[src/rtl/plic_ng_pkg.sv]
// Shared constants, register-select type and address decoder for the PLIC.
package plic_ng_pkg;

  localparam int PLIC_MAX_NSRC   = 31;
  localparam int PLIC_MAX_PRIO_W = 5;
  localparam int PLIC_ID_W       = 5;

  // Byte offsets inside the 28-bit decoded window.
  localparam logic [27:0] PLIC_PRIO_BASE = 28'h000_0000;
  localparam logic [27:0] PLIC_IP_OFF    = 28'h000_1000;
  localparam logic [27:0] PLIC_IE_OFF    = 28'h000_2000;
  localparam logic [27:0] PLIC_EDGE_OFF  = 28'h000_3000;
  localparam logic [27:0] PLIC_THR_OFF   = 28'h020_0000;
  localparam logic [27:0] PLIC_CPC_OFF   = 28'h020_0004;

  typedef enum logic [2:0] {
    SEL_NONE,
    SEL_PRIO,
    SEL_IP,
    SEL_IE,
    SEL_EDGE,
    SEL_THR,
    SEL_CPC
  } reg_sel_e;

  // Maps an offset to a register; PRIO[0] and PRIO[i>nsrc] fall to SEL_NONE.
  function automatic reg_sel_e plic_decode(input logic [27:0] addr, input logic [5:0] nsrc);
    logic [4:0] idx;
    idx = addr[6:2];
    plic_decode = SEL_NONE;
    case (addr)
      PLIC_IP_OFF:   plic_decode = SEL_IP;
      PLIC_IE_OFF:   plic_decode = SEL_IE;
      PLIC_EDGE_OFF: plic_decode = SEL_EDGE;
      PLIC_THR_OFF:  plic_decode = SEL_THR;
      PLIC_CPC_OFF:  plic_decode = SEL_CPC;
      default: begin
        if ((addr[27:7] == PLIC_PRIO_BASE[27:7]) && (addr[1:0] == 2'd0) &&
            (idx != 5'd0) && ({1'b0, idx} <= nsrc))
          plic_decode = SEL_PRIO;
      end
    endcase
  endfunction

endpackage

[src/rtl/plic_gateway.sv]
// Per-source gateway: pending bit, in-service bit and edge history.
module plic_gateway (
  input  logic clk,
  input  logic rst_n,
  input  logic irq,
  input  logic edge_mode,
  input  logic edge_chg,
  input  logic claim,
  input  logic complete,
  output logic ip,
  output logic in_service
);

  logic irq_q;
  logic set_ip;

  // Edge sources latch a rising edge even while in service; level sources
  // only become pending when not already being serviced.
  assign set_ip = edge_mode ? (irq & ~irq_q) : (irq & ~in_service);

  // Claim and a mode change both beat a same-cycle assertion.
  always_ff @(posedge clk or negedge rst_n) begin
    if (!rst_n) begin
      ip         <= 1'b0;
      in_service <= 1'b0;
      irq_q      <= 1'b0;
    end else begin
      if (claim || edge_chg) ip <= 1'b0;
      else if (set_ip)       ip <= 1'b1;
      if (claim)             in_service <= 1'b1;
      else if (complete)     in_service <= 1'b0;
      irq_q <= edge_chg ? 1'b0 : irq;
    end
  end

endmodule

[src/rtl/plic_ng.sv]
// Single-context PLIC with an ICB register port and a registered trap output.
// Handshake: a command is accepted when cmd_valid & cmd_ready; the response is
// offered from the next cycle and held stable until rsp_valid & rsp_ready.
module plic_ng
  import plic_ng_pkg::*;
#(
  parameter int NSRC   = 31,
  parameter int PRIO_W = 3
) (
  input  logic              clk,
  input  logic              rst_n,
  input  logic              icb_cmd_valid,
  output logic              icb_cmd_ready,
  input  logic [31:0]       icb_cmd_addr,
  input  logic              icb_cmd_read,
  input  logic [31:0]       icb_cmd_wdata,
  input  logic [3:0]        icb_cmd_wmask,
  output logic              icb_rsp_valid,
  input  logic              icb_rsp_ready,
  output logic [31:0]       icb_rsp_rdata,
  output logic              icb_rsp_err,
  input  logic [NSRC:0]     irq_i,
  output logic              core_ex_trap_valid_o,
  output logic [4:0]        core_ex_trap_id_o,
  input  logic              core_ex_trap_ready_i
);

  logic [PRIO_W-1:0] prio [1:NSRC];
  logic [PRIO_W-1:0] thr;
  logic [NSRC:1]     ie, edge_mode, ip, in_service;
  logic [NSRC:1]     claim_vec, complete_vec, edge_chg;

  logic [27:0]       cmd_off;
  logic [4:0]        cmd_idx;
  reg_sel_e          sel;
  logic              cmd_hs, rd_hs, wr_hs;
  logic [31:0]       rd_val;
  logic              rd_err;

  logic [4:0]        best_id;
  logic [PRIO_W-1:0] best_prio;
  logic              core_claim, bus_claim, cpl_hit;
  logic [4:0]        claim_id;

  logic              unused_ok;
  assign unused_ok = ^{icb_cmd_wmask, icb_cmd_addr[31:28], irq_i[0]};

  assign cmd_off       = icb_cmd_addr[27:0];
  assign cmd_idx       = cmd_off[6:2];
  assign sel           = plic_decode(cmd_off, 6'(NSRC));
  assign icb_cmd_ready = ~icb_rsp_valid | icb_rsp_ready;
  assign cmd_hs        = icb_cmd_valid & icb_cmd_ready;
  assign rd_hs         = cmd_hs & icb_cmd_read;
  assign wr_hs         = cmd_hs & ~icb_cmd_read;

  // A core claim uses the registered id and takes precedence over a bus claim,
  // so a coincident CLAIM read reports the core's id and only one claim occurs.
  assign core_claim = core_ex_trap_ready_i & (core_ex_trap_id_o != 5'd0);
  assign bus_claim  = rd_hs & (sel == SEL_CPC);
  assign claim_id   = core_claim ? core_ex_trap_id_o : (bus_claim ? best_id : 5'd0);
  assign cpl_hit    = wr_hs & (sel == SEL_CPC) & (icb_cmd_wdata != 32'd0) &
                      (icb_cmd_wdata <= 32'(NSRC));

  for (genvar g = 1; g <= NSRC; g++) begin : g_src
    assign claim_vec[g]    = (claim_id == 5'(g));
    assign complete_vec[g] = cpl_hit & (icb_cmd_wdata[4:0] == 5'(g));
    assign edge_chg[g]     = wr_hs & (sel == SEL_EDGE) & (icb_cmd_wdata[g] != edge_mode[g]);

    plic_gateway u_gw (
      .clk        (clk),
      .rst_n      (rst_n),
      .irq        (irq_i[g]),
      .edge_mode  (edge_mode[g]),
      .edge_chg   (edge_chg[g]),
      .claim      (claim_vec[g]),
      .complete   (complete_vec[g]),
      .ip         (ip[g]),
      .in_service (in_service[g])
    );
  end

  // Linear compare chain: strict '>' keeps the lowest id on a priority tie,
  // and a zero priority can never beat the initial best_prio of 0.
  always_comb begin
    best_id   = 5'd0;
    best_prio = '0;
    for (int i = 1; i <= NSRC; i++) begin
      if (ip[i] && ie[i] && (prio[i] > best_prio)) begin
        best_id   = 5'(i);
        best_prio = prio[i];
      end
    end
  end

  // Read mux; unmapped offsets flag an error and return zero.
  always_comb begin
    rd_val = 32'd0;
    rd_err = 1'b0;
    case (sel)
      SEL_PRIO: rd_val = 32'(prio[cmd_idx]);
      SEL_IP:   rd_val = 32'({ip, 1'b0});
      SEL_IE:   rd_val = 32'({ie, 1'b0});
      SEL_EDGE: rd_val = 32'({edge_mode, 1'b0});
      SEL_THR:  rd_val = 32'(thr);
      SEL_CPC:  rd_val = 32'(claim_id);
      default:  rd_err = 1'b1;
    endcase
  end

  // Configuration registers, written at the command handshake edge.
  always_ff @(posedge clk or negedge rst_n) begin
    if (!rst_n) begin
      for (int i = 1; i <= NSRC; i++) prio[i] <= '0;
      ie        <= '0;
      edge_mode <= '0;
      thr       <= '0;
    end else if (wr_hs) begin
      case (sel)
        SEL_PRIO: prio[cmd_idx] <= icb_cmd_wdata[PRIO_W-1:0];
        SEL_IE:   ie            <= icb_cmd_wdata[NSRC:1];
        SEL_EDGE: edge_mode     <= icb_cmd_wdata[NSRC:1];
        SEL_THR:  thr           <= icb_cmd_wdata[PRIO_W-1:0];
        default:  ;
      endcase
    end
  end

  // Response register: loads on handshake, holds until accepted.
  always_ff @(posedge clk or negedge rst_n) begin
    if (!rst_n) begin
      icb_rsp_valid <= 1'b0;
      icb_rsp_rdata <= 32'd0;
      icb_rsp_err   <= 1'b0;
    end else if (cmd_hs) begin
      icb_rsp_valid <= 1'b1;
      icb_rsp_rdata <= icb_cmd_read ? rd_val : 32'd0;
      icb_rsp_err   <= rd_err;
    end else if (icb_rsp_ready) begin
      icb_rsp_valid <= 1'b0;
    end
  end

  // Registered trap request: the arbitration winner and its threshold test.
  always_ff @(posedge clk or negedge rst_n) begin
    if (!rst_n) begin
      core_ex_trap_valid_o <= 1'b0;
      core_ex_trap_id_o    <= 5'd0;
    end else begin
      core_ex_trap_valid_o <= (best_prio > thr);
      core_ex_trap_id_o    <= best_id;
    end
  end

endmodule

[config.mk]
export PLATFORM = sky130hd
export DESIGN_NAME = plic_ng
export DESIGN_NICKNAME = d
export VERILOG_FILES = /design/src/rtl/plic_ng_pkg.sv /design/src/rtl/plic_gateway.sv /design/src/rtl/plic_ng.sv
export SDC_FILE = /design/constraint.sdc
export NUM_CORES = 1
export LEC_CHECK = 0
export ABC_AREA = 1
export BUFFER_PORTS_ARGS = -buffer_cell sky130_fd_sc_hd__buf_2
export CAP_MARGIN = 0
export CELL_PAD_IN_SITES_DETAIL_PLACEMENT = 1
export CELL_PAD_IN_SITES_GLOBAL_PLACEMENT = 1
export CORE_AREA = 2 2 142 283
export CTS_BUF_LIST = sky130_fd_sc_hd__clkbuf_4
export DETAILED_ROUTE_END_ITERATION = 12
export DIE_AREA = 0 0 144 285
export PLACE_DENSITY_LB_ADDON = 0.1
export SLEW_MARGIN = 10
export SYNTH_ARGS = -nofsm -noshare
export SYNTH_HDL_FRONTEND = slang
export SYNTH_HIERARCHICAL = 1
export SYNTH_SLANG_ARGS = --single-unit
[constraint.sdc]
create_clock -name clk -period 39 [get_ports clk]
set_clock_uncertainty 0.2 [all_clocks]
set_input_delay 5.85 -clock clk [delete_from_list [all_inputs] [get_ports clk]]
set_output_delay 5.85 -clock clk [all_outputs]
set_load 0.03 [all_outputs]
# Word level (Yosys, flattened, before mapping)

Index checks and enable logic that the tools add are counted.

Reduce and logical (&&, ||, !) cells: 169
Muxes and demuxes: 263
$lt $le $gt $ge: 35
Bitwise operators: 199
Equality and inequality tests: 104

Operators with widths:

| operator               | count |
|---|---|
| $pmux W32 S6           | 1 |
| $mux W1                | 191 |
| $eq A5 B5 Y1 const B   | 32 |
| $mux W5                | 32 |
| $and A1 B1 Y1          | 133 |
| $reduce_bool A2 Y1     | 63 |
| $mux W3                | 34 |
| $bwmux W93             | 1 |
| $gt A3 B3 Y1           | 31 |
| $eq A5 B4 Y1 const B   | 16 |
| $logic_and A1 B1 Y1    | 65 |
| $not A1 Y1             | 64 |
| $eq A28 B14 Y1 const B | 2 |
| $eq A28 B22 Y1 const B | 2 |
| $eq A5 B3 Y1 const B   | 8 |
| $le A32 B5 Y1 const B  | 1 |
| $mux W32               | 1 |
| $reduce_bool A32 Y1    | 1 |
| $logic_or A1 B1 Y1     | 31 |
| $ne A1 B1 Y1           | 31 |
| $eq A28 B13 Y1 const B | 1 |
| $logic_not A21 Y1      | 1 |
| $eq A5 B2 Y1 const B   | 4 |
| $bmux W3 S5            | 1 |
| other kinds (15)       | 23 |

Bits in registers: 291
Input bits: 106
Output and inout bits: 41
Logic and storage cells: 902

# Logic depth before layout (Yosys ltp)

Word-level depth: 98
Mapped depth: 241
Depth with buffers taken out: 241

# Modules after synthesis

Netlist, hierarchy kept.

By module, submodules not included:

| module       | cells each | times used | seq. area each (µm²) | area an instance (µm²) |
|---|---|---|---|---|
| plic_ng      | 1,968      | 1          | 4,954.8              | 13,668.1 |
| plic_gateway | 14         | 31         | 75.1                 | 128.9 |

# Worst setup path before layout

OpenSTA, ideal clock, no wires.

Path kind: reg-to-reg
Start point: register g_src[1].u_gw.ip
End point: register g_src[17].u_gw.ip
Path slack: 9,142 ps
Cell stages (with the launch flop): 225
Arrival time: 29,539 ps
Required time: 38,681 ps
Path buffers: 0
Period minus slack after synthesis: 29,858 ps
Setup time: 119 ps
Cells stage by stage: dfrtp_1 nand2_1 inv_2 nand3_1 ha_1 nand3_1 nand2_1 clkinv_2 nand2_4 nand2_1 o21ai_2 ha_1 inv_1 o21bai_1 inv_1 nand2_2 nand2_4 nand2_1 [189 not listed] nand4_1 o21ai_0 ha_1 a21oi_1 o21ai_0 nand4_1 inv_1 nor2_1 o21ai_0 nor2_1 nand2_1 nand2_1 nand2_2 nor2_1 inv_2 nor3_2 or2_0 a21oi_2

Cells in the longest elaborated chain, start to end: 98
Elaborated cells between the ends (all ways): 129
Classes of those cells: order compare: 30; eq/ne: 1; mux: 64; reduce/logical: 34

RTL lines:

| element                                              | line               | text |
|---|---|---|
| start, declared                                      | plic_gateway.sv:10 | `output logic ip,` |
| start signal, assigned                               | plic_gateway.sv:24 | `ip <= 1'b0;` |
| start signal, assigned                               | plic_gateway.sv:28 | `if (claim \|\| edge_chg) ip <= 1'b0;` |
| start signal, assigned                               | plic_gateway.sv:29 | `else if (set_ip) ip <= 1'b1;` |
| $logic_and A1 B1 Y1 (*) (2 in series)                | plic_ng.sv:88      | `if (ip[i] && ie[i] && (prio[i] > best_prio)) begin` |
| $mux W3 (*)                                          | plic_ng.sv:88      |  |
| $gt A3 B3 Y1                                         | plic_ng.sv:88      |  |
| $logic_and A1 B1 Y1                                  | plic_ng.sv:88      |  |
| $mux W3 (*)                                          | plic_ng.sv:88      |  |
| $gt A3 B3 Y1                                         | plic_ng.sv:88      |  |
| $logic_and A1 B1 Y1                                  | plic_ng.sv:88      |  |
| $mux W3                                              | plic_ng.sv:88      |  |
| [82 not listed]                                      | --                 |  |
| $logic_and A1 B1 Y1                                  | plic_ng.sv:88      |  |
| $mux W5 (*)                                          | plic_ng.sv:88      |  |
| via best_id[3]                                       | plic_ng.sv:40      | `logic [4:0] best_id;` |
| $mux W5 (*) (2 in series)                            | plic_ng.sv:60      | `assign claim_id = core_claim ? core_ex_trap_id_o : (bus_claim ? best_id : 5'd0);` |
| $eq A5 B5 Y1 (*)                                     | plic_ng.sv:65      | `assign claim_vec[g] = (claim_id == 5'(g));` |
| via claim_vec, one bit                               | plic_ng.sv:31      | `logic [NSRC:1] claim_vec, complete_vec, edge_chg;` |
| $logic_or A1 B1 Y1 (*)                               | plic_gateway.sv:28 |  |
| $mux W1 / $reduce_bool A2 Y1 (equally long branches) | --                 |  |
| end signal, assigned                                 | plic_gateway.sv:24 |  |
| end signal, assigned                                 | plic_gateway.sv:28 |  |
| end signal, assigned                                 | plic_gateway.sv:29 |  |
| end, declared                                        | plic_gateway.sv:10 |  |

The timed path passes the listed nets; every way through them passes the cells marked *.
A chain may end at the register's enable or synchronous reset.

# Worst setup path after layout

Start point: register g_src[1].u_gw.ip
End point: register g_src[6].u_gw.ip

Cells in the longest elaborated chain, start to end: 98
Elaborated cells between the ends (all ways): 129
Classes of those cells: order compare: 30; eq/ne: 1; mux: 64; reduce/logical: 34

RTL lines:

| element                                              | line |
|---|---|
| $logic_and A1 B1 Y1 (*) (2 in series)                | plic_ng.sv:88 |
| $mux W3 (*)                                          | plic_ng.sv:88 |
| $gt A3 B3 Y1                                         | plic_ng.sv:88 |
| $logic_and A1 B1 Y1                                  | plic_ng.sv:88 |
| $mux W3 (*)                                          | plic_ng.sv:88 |
| $gt A3 B3 Y1                                         | plic_ng.sv:88 |
| $logic_and A1 B1 Y1                                  | plic_ng.sv:88 |
| $mux W3                                              | plic_ng.sv:88 |
| [82 not listed]                                      | -- |
| $logic_and A1 B1 Y1                                  | plic_ng.sv:88 |
| $mux W5 (*)                                          | plic_ng.sv:88 |
| via best_id[3]                                       | plic_ng.sv:40 |
| $mux W5 (*) (2 in series)                            | plic_ng.sv:60 |
| $eq A5 B3 Y1 (*)                                     | plic_ng.sv:65 |
| via claim_vec, one bit                               | plic_ng.sv:31 |
| $logic_or A1 B1 Y1 (*)                               | plic_gateway.sv:28 |
| $mux W1 / $reduce_bool A2 Y1 (equally long branches) | -- |
| end signal, assigned                                 | plic_gateway.sv:24 |
| end signal, assigned                                 | plic_gateway.sv:28 |
| end signal, assigned                                 | plic_gateway.sv:29 |
| end, declared                                        | plic_gateway.sv:10 |

Marks and branches as above.

==> impl_metrics.ini <==
[synth]
synth-async-reset-ratio_pct = 100
synth_seq_area_share_pct = 41.2
avgSynthCellArea_um2 = 7.35
synth_seq_cells = 291
synth_ff_type = dfrtp_1
syn-instance-count = 2402
netlist_area_mm2 = 0.0177
yosysWarnings = 6
synth_nets = 2548
synth_edf_count = 0
synth.distinct_cells = 53

[finish]
drive_gt1_share_pct = 18.3
utilization_pct = 51.1
final_nets = 2739
layout_common_cells = nand2_1, inv_1, dfrtp_1
mostFrequentLayoutCell = nand2_1
syn2layout_area_growth_pct = 12.9
layoutNonFillerInstCount = 3166
n_fill_cell = 5149

[floorplanning]
die_w_um = 144
coreArea_mm2 = 0.0390
die_y_um = 285
placementRows = 103
start_util_pct = 45.2
die_area_mm2 = 0.0410
pin_count = 147

[worst_hold_path]
holdCritPathClass = register to register

[routing]
drc = 0
wirelength_mm = 62.2
dr.pass1.iters = 5
drt_iter0_markers = 845
wire_per_inst_um = 19.7
vias = 17200
vias_per_cell = 5.44
ant_nets = 0

[flow_run]
drv_cap = 0

[sta]
fmaxAchievable_mhz = 28.3
fin_crit_sh_pct = 90.5
setup_tns_ns = 0
tightest_slew_ns = 1.16
period_needed_ns = 35.30
setup_violations = 0
rsz0062_at_grt = false
hold_viol = 0
maxSlewHeadroom_pct = 22.2
drv_slew = 0
setup_ws_ns = 3.70

[cts]
cts_tree = done
cts_buffer_depth = 3
clkLatencyLatePin_ns = 0.79
hold_buffers = 0
cts_root_buffer = clkbuf_4
htree_levels = 3
cts_buffers = 74
cts_num_sinks = 291
clk_pin_slew_ns = 0.06

[critical_path]
critPathKind = register to register
critPathSlowestCell = dfrtp_1
required_ns = 39.45
cp_common_cell = o21ai_0
crit_path_start_kind = register
critPathMaxFanout = 9
crit_arrival_ns = 35.75
cpPeakStageDelay_ns = 0.41
endpoint_kind = register

[placement]
dp_slack_ns = 3.60
dp_hpwl_mm = 46.8
placed_cells_incl_taps = 3042
gp_congestion = 0.968
portBuffers = 137

[global_routing]
first_global_vias = 18100
grt_pass1_wl_mm = 98.1
gr-usage-all-layers_pct = 31.2
grt_max_degree = 102
overflow = 0
antenna_found_initial = 1

[run_status]
status = finished clean

[power]
p_total_w = 0.000604
p_per_area_mw_per_mm2 = 30.3
ir_drop_v = 0.0000226
p_leak_nw = 9.85
[layer usage]
layer | wire (um) | GRT usage, % | vias to the layer above
li1 | - | - | 8240
met1 | 25800 | 37.9 | 8423
met2 | 30900 | 53.9 | 416
met3 | 2440 | 4.28 | 140
met4 | 3170 | 14.8 | 0
met5 | 0 | 0 | -
[cell type report]
| type | count | area (um2) | share of cell area, % |
|---|---|---|---|
| multi-input combinational | 1686 | 8800 | 44.1 |
| sequential | 291 | 7280 | 36.5 |
| inverter | 380 | 1430 | 7.17 |
| timing repair buffer | 160 | 868 | 4.35 |
| clock buffer | 104 | 781 | 3.92 |
| tap | 525 | 657 | 3.29 |
| clock inverter | 18 | 119 | 0.596 |
| antenna | 2 | 5.00 | 0.0251 |
[logic make-up after synthesis]
| family | after synthesis | synth area share [%] |
|---|---|---|
| flip-flops | 291 | 41.2 |
| AO/OA/AOI/OAI | 512 | 17.6 |
| adder cells (fa/ha/maj) | 40 | 2.83 |
| XOR/XNOR | 1 | 0.0496 |
| buffers and inverters | 425 | 9.12 |
| AND/OR/NAND/NOR | 1133 | 29.1 |
[power breakdown]
part	switching, W	leakage [nW]	total [W]	internal (W)
clock network	0.000135	0.533	0.000265	0.000130
registers	0.000000477	3.66	0.000304	0.000303
logic	0.0000263	5.66	0.0000354	0.00000911
[final timing paths]
| kind | start | slack [ns] | cells past startpoint | end |
|---|---|---|---|---|
| worst max-delay path | g_src[1].u_gw/ip$_DFFE_PN0P_ | 3.70 | 210 | g_src[6].u_gw/ip$_DFFE_PN0P_ |
| worst min-delay path | icb_rsp_rdata[14]$_DFFE_PN0P_ | 0.27 | 2 | icb_rsp_rdata[14]$_DFFE_PN0P_ |
| worst max register to register | g_src[1].u_gw/ip$_DFFE_PN0P_ | 3.70 | 210 | g_src[6].u_gw/ip$_DFFE_PN0P_ |
| worst min register to register | icb_rsp_rdata[14]$_DFFE_PN0P_ | 0.27 | 2 | icb_rsp_rdata[14]$_DFFE_PN0P_ |
| max in group asynchronous | rst_n | 32.18 | 2 | icb_rsp_rdata[26]$_DFFE_PN0P_ |
| min in group asynchronous | rst_n | 4.89 | 1 | icb_rsp_rdata[5]$_DFFE_PN0P_ |
[synthesized netlist by cell type, types with 6 or more instances]
cell,n,share of area (%)
nand3_1,121,3.4
o211ai_1,12,0.51
o21ai_1,12,0.34
nand2_4,9,0.57
o31ai_1,7,0.30
a221oi_1,18,0.89
nor3_1,33,0.94
a21oi_1,61,1.7
a21oi_2,33,1.6
or2_2,22,0.78
nor2_1,175,3.7
nand3_2,31,1.8
nor4_1,14,0.50
nand4_1,11,0.39
dfrtp_1,291,41
o21bai_1,33,1.4
o21ai_0,250,7.1
a22o_1,12,0.60
o221ai_1,10,0.50
nand2_1,603,13
nand2_2,71,2.5
or2_0,31,1.1
inv_1,355,7.5
inv_2,21,0.45
a31oi_1,6,0.21
ha_1,40,2.8
clkbuf_1,39,0.83
a22oi_1,6,0.25
o22ai_1,36,1.3
[stage by stage]
step / instance area (um2) / hold slack (ns)
floorplan: 17700 / 0.253
global placement: 19000 / 0.260
detailed placement: 19000 / 0.262
CTS: 19900 / 0.279
global route: 19900 / 0.309
finish: 19900 / 0.274
[sequential cells by signal, indices dropped and copies added, names as in the netlist]
| register | flops |
|---|---|
| icb_rsp_valid | 1 |
| core_ex_trap_valid_o | 1 |
| thr | 3 |
| core_ex_trap_id_o | 5 |
| icb_rsp_rdata | 32 |
| g_src.u_gw/irq_q | 31 |
| g_src.u_gw/in_service | 31 |
| edge_mode | 31 |
| ie | 31 |
| g_src.u_gw/ip | 31 |
| icb_rsp_err | 1 |
| prio | 93 |
[worst max-delay path: cells and delay by family (launching register included)]
| family | cells | cell delay [ns] |
|---|---|---|
| buffers and inverters | 12 | 0.87 |
| DFF | 1 | 0.41 |
| and+or+nand+nor | 118 | 13.51 |
| adders and majority gates | 30 | 8.85 |
| AOI/OAI and AO/OA | 50 | 11.30 |
[repair_timing]
| action | 4_1_cts | 5_1_grt |
|---|---|---|
| buffers inserted | 0 | 0 |
| endpoints found under the setup margin | 0 | 2 |
| hold endpoints to repair | 0 | 0 |
| gates resized for setup | 0 | 1 |
(Power assumes the default switching activity.)
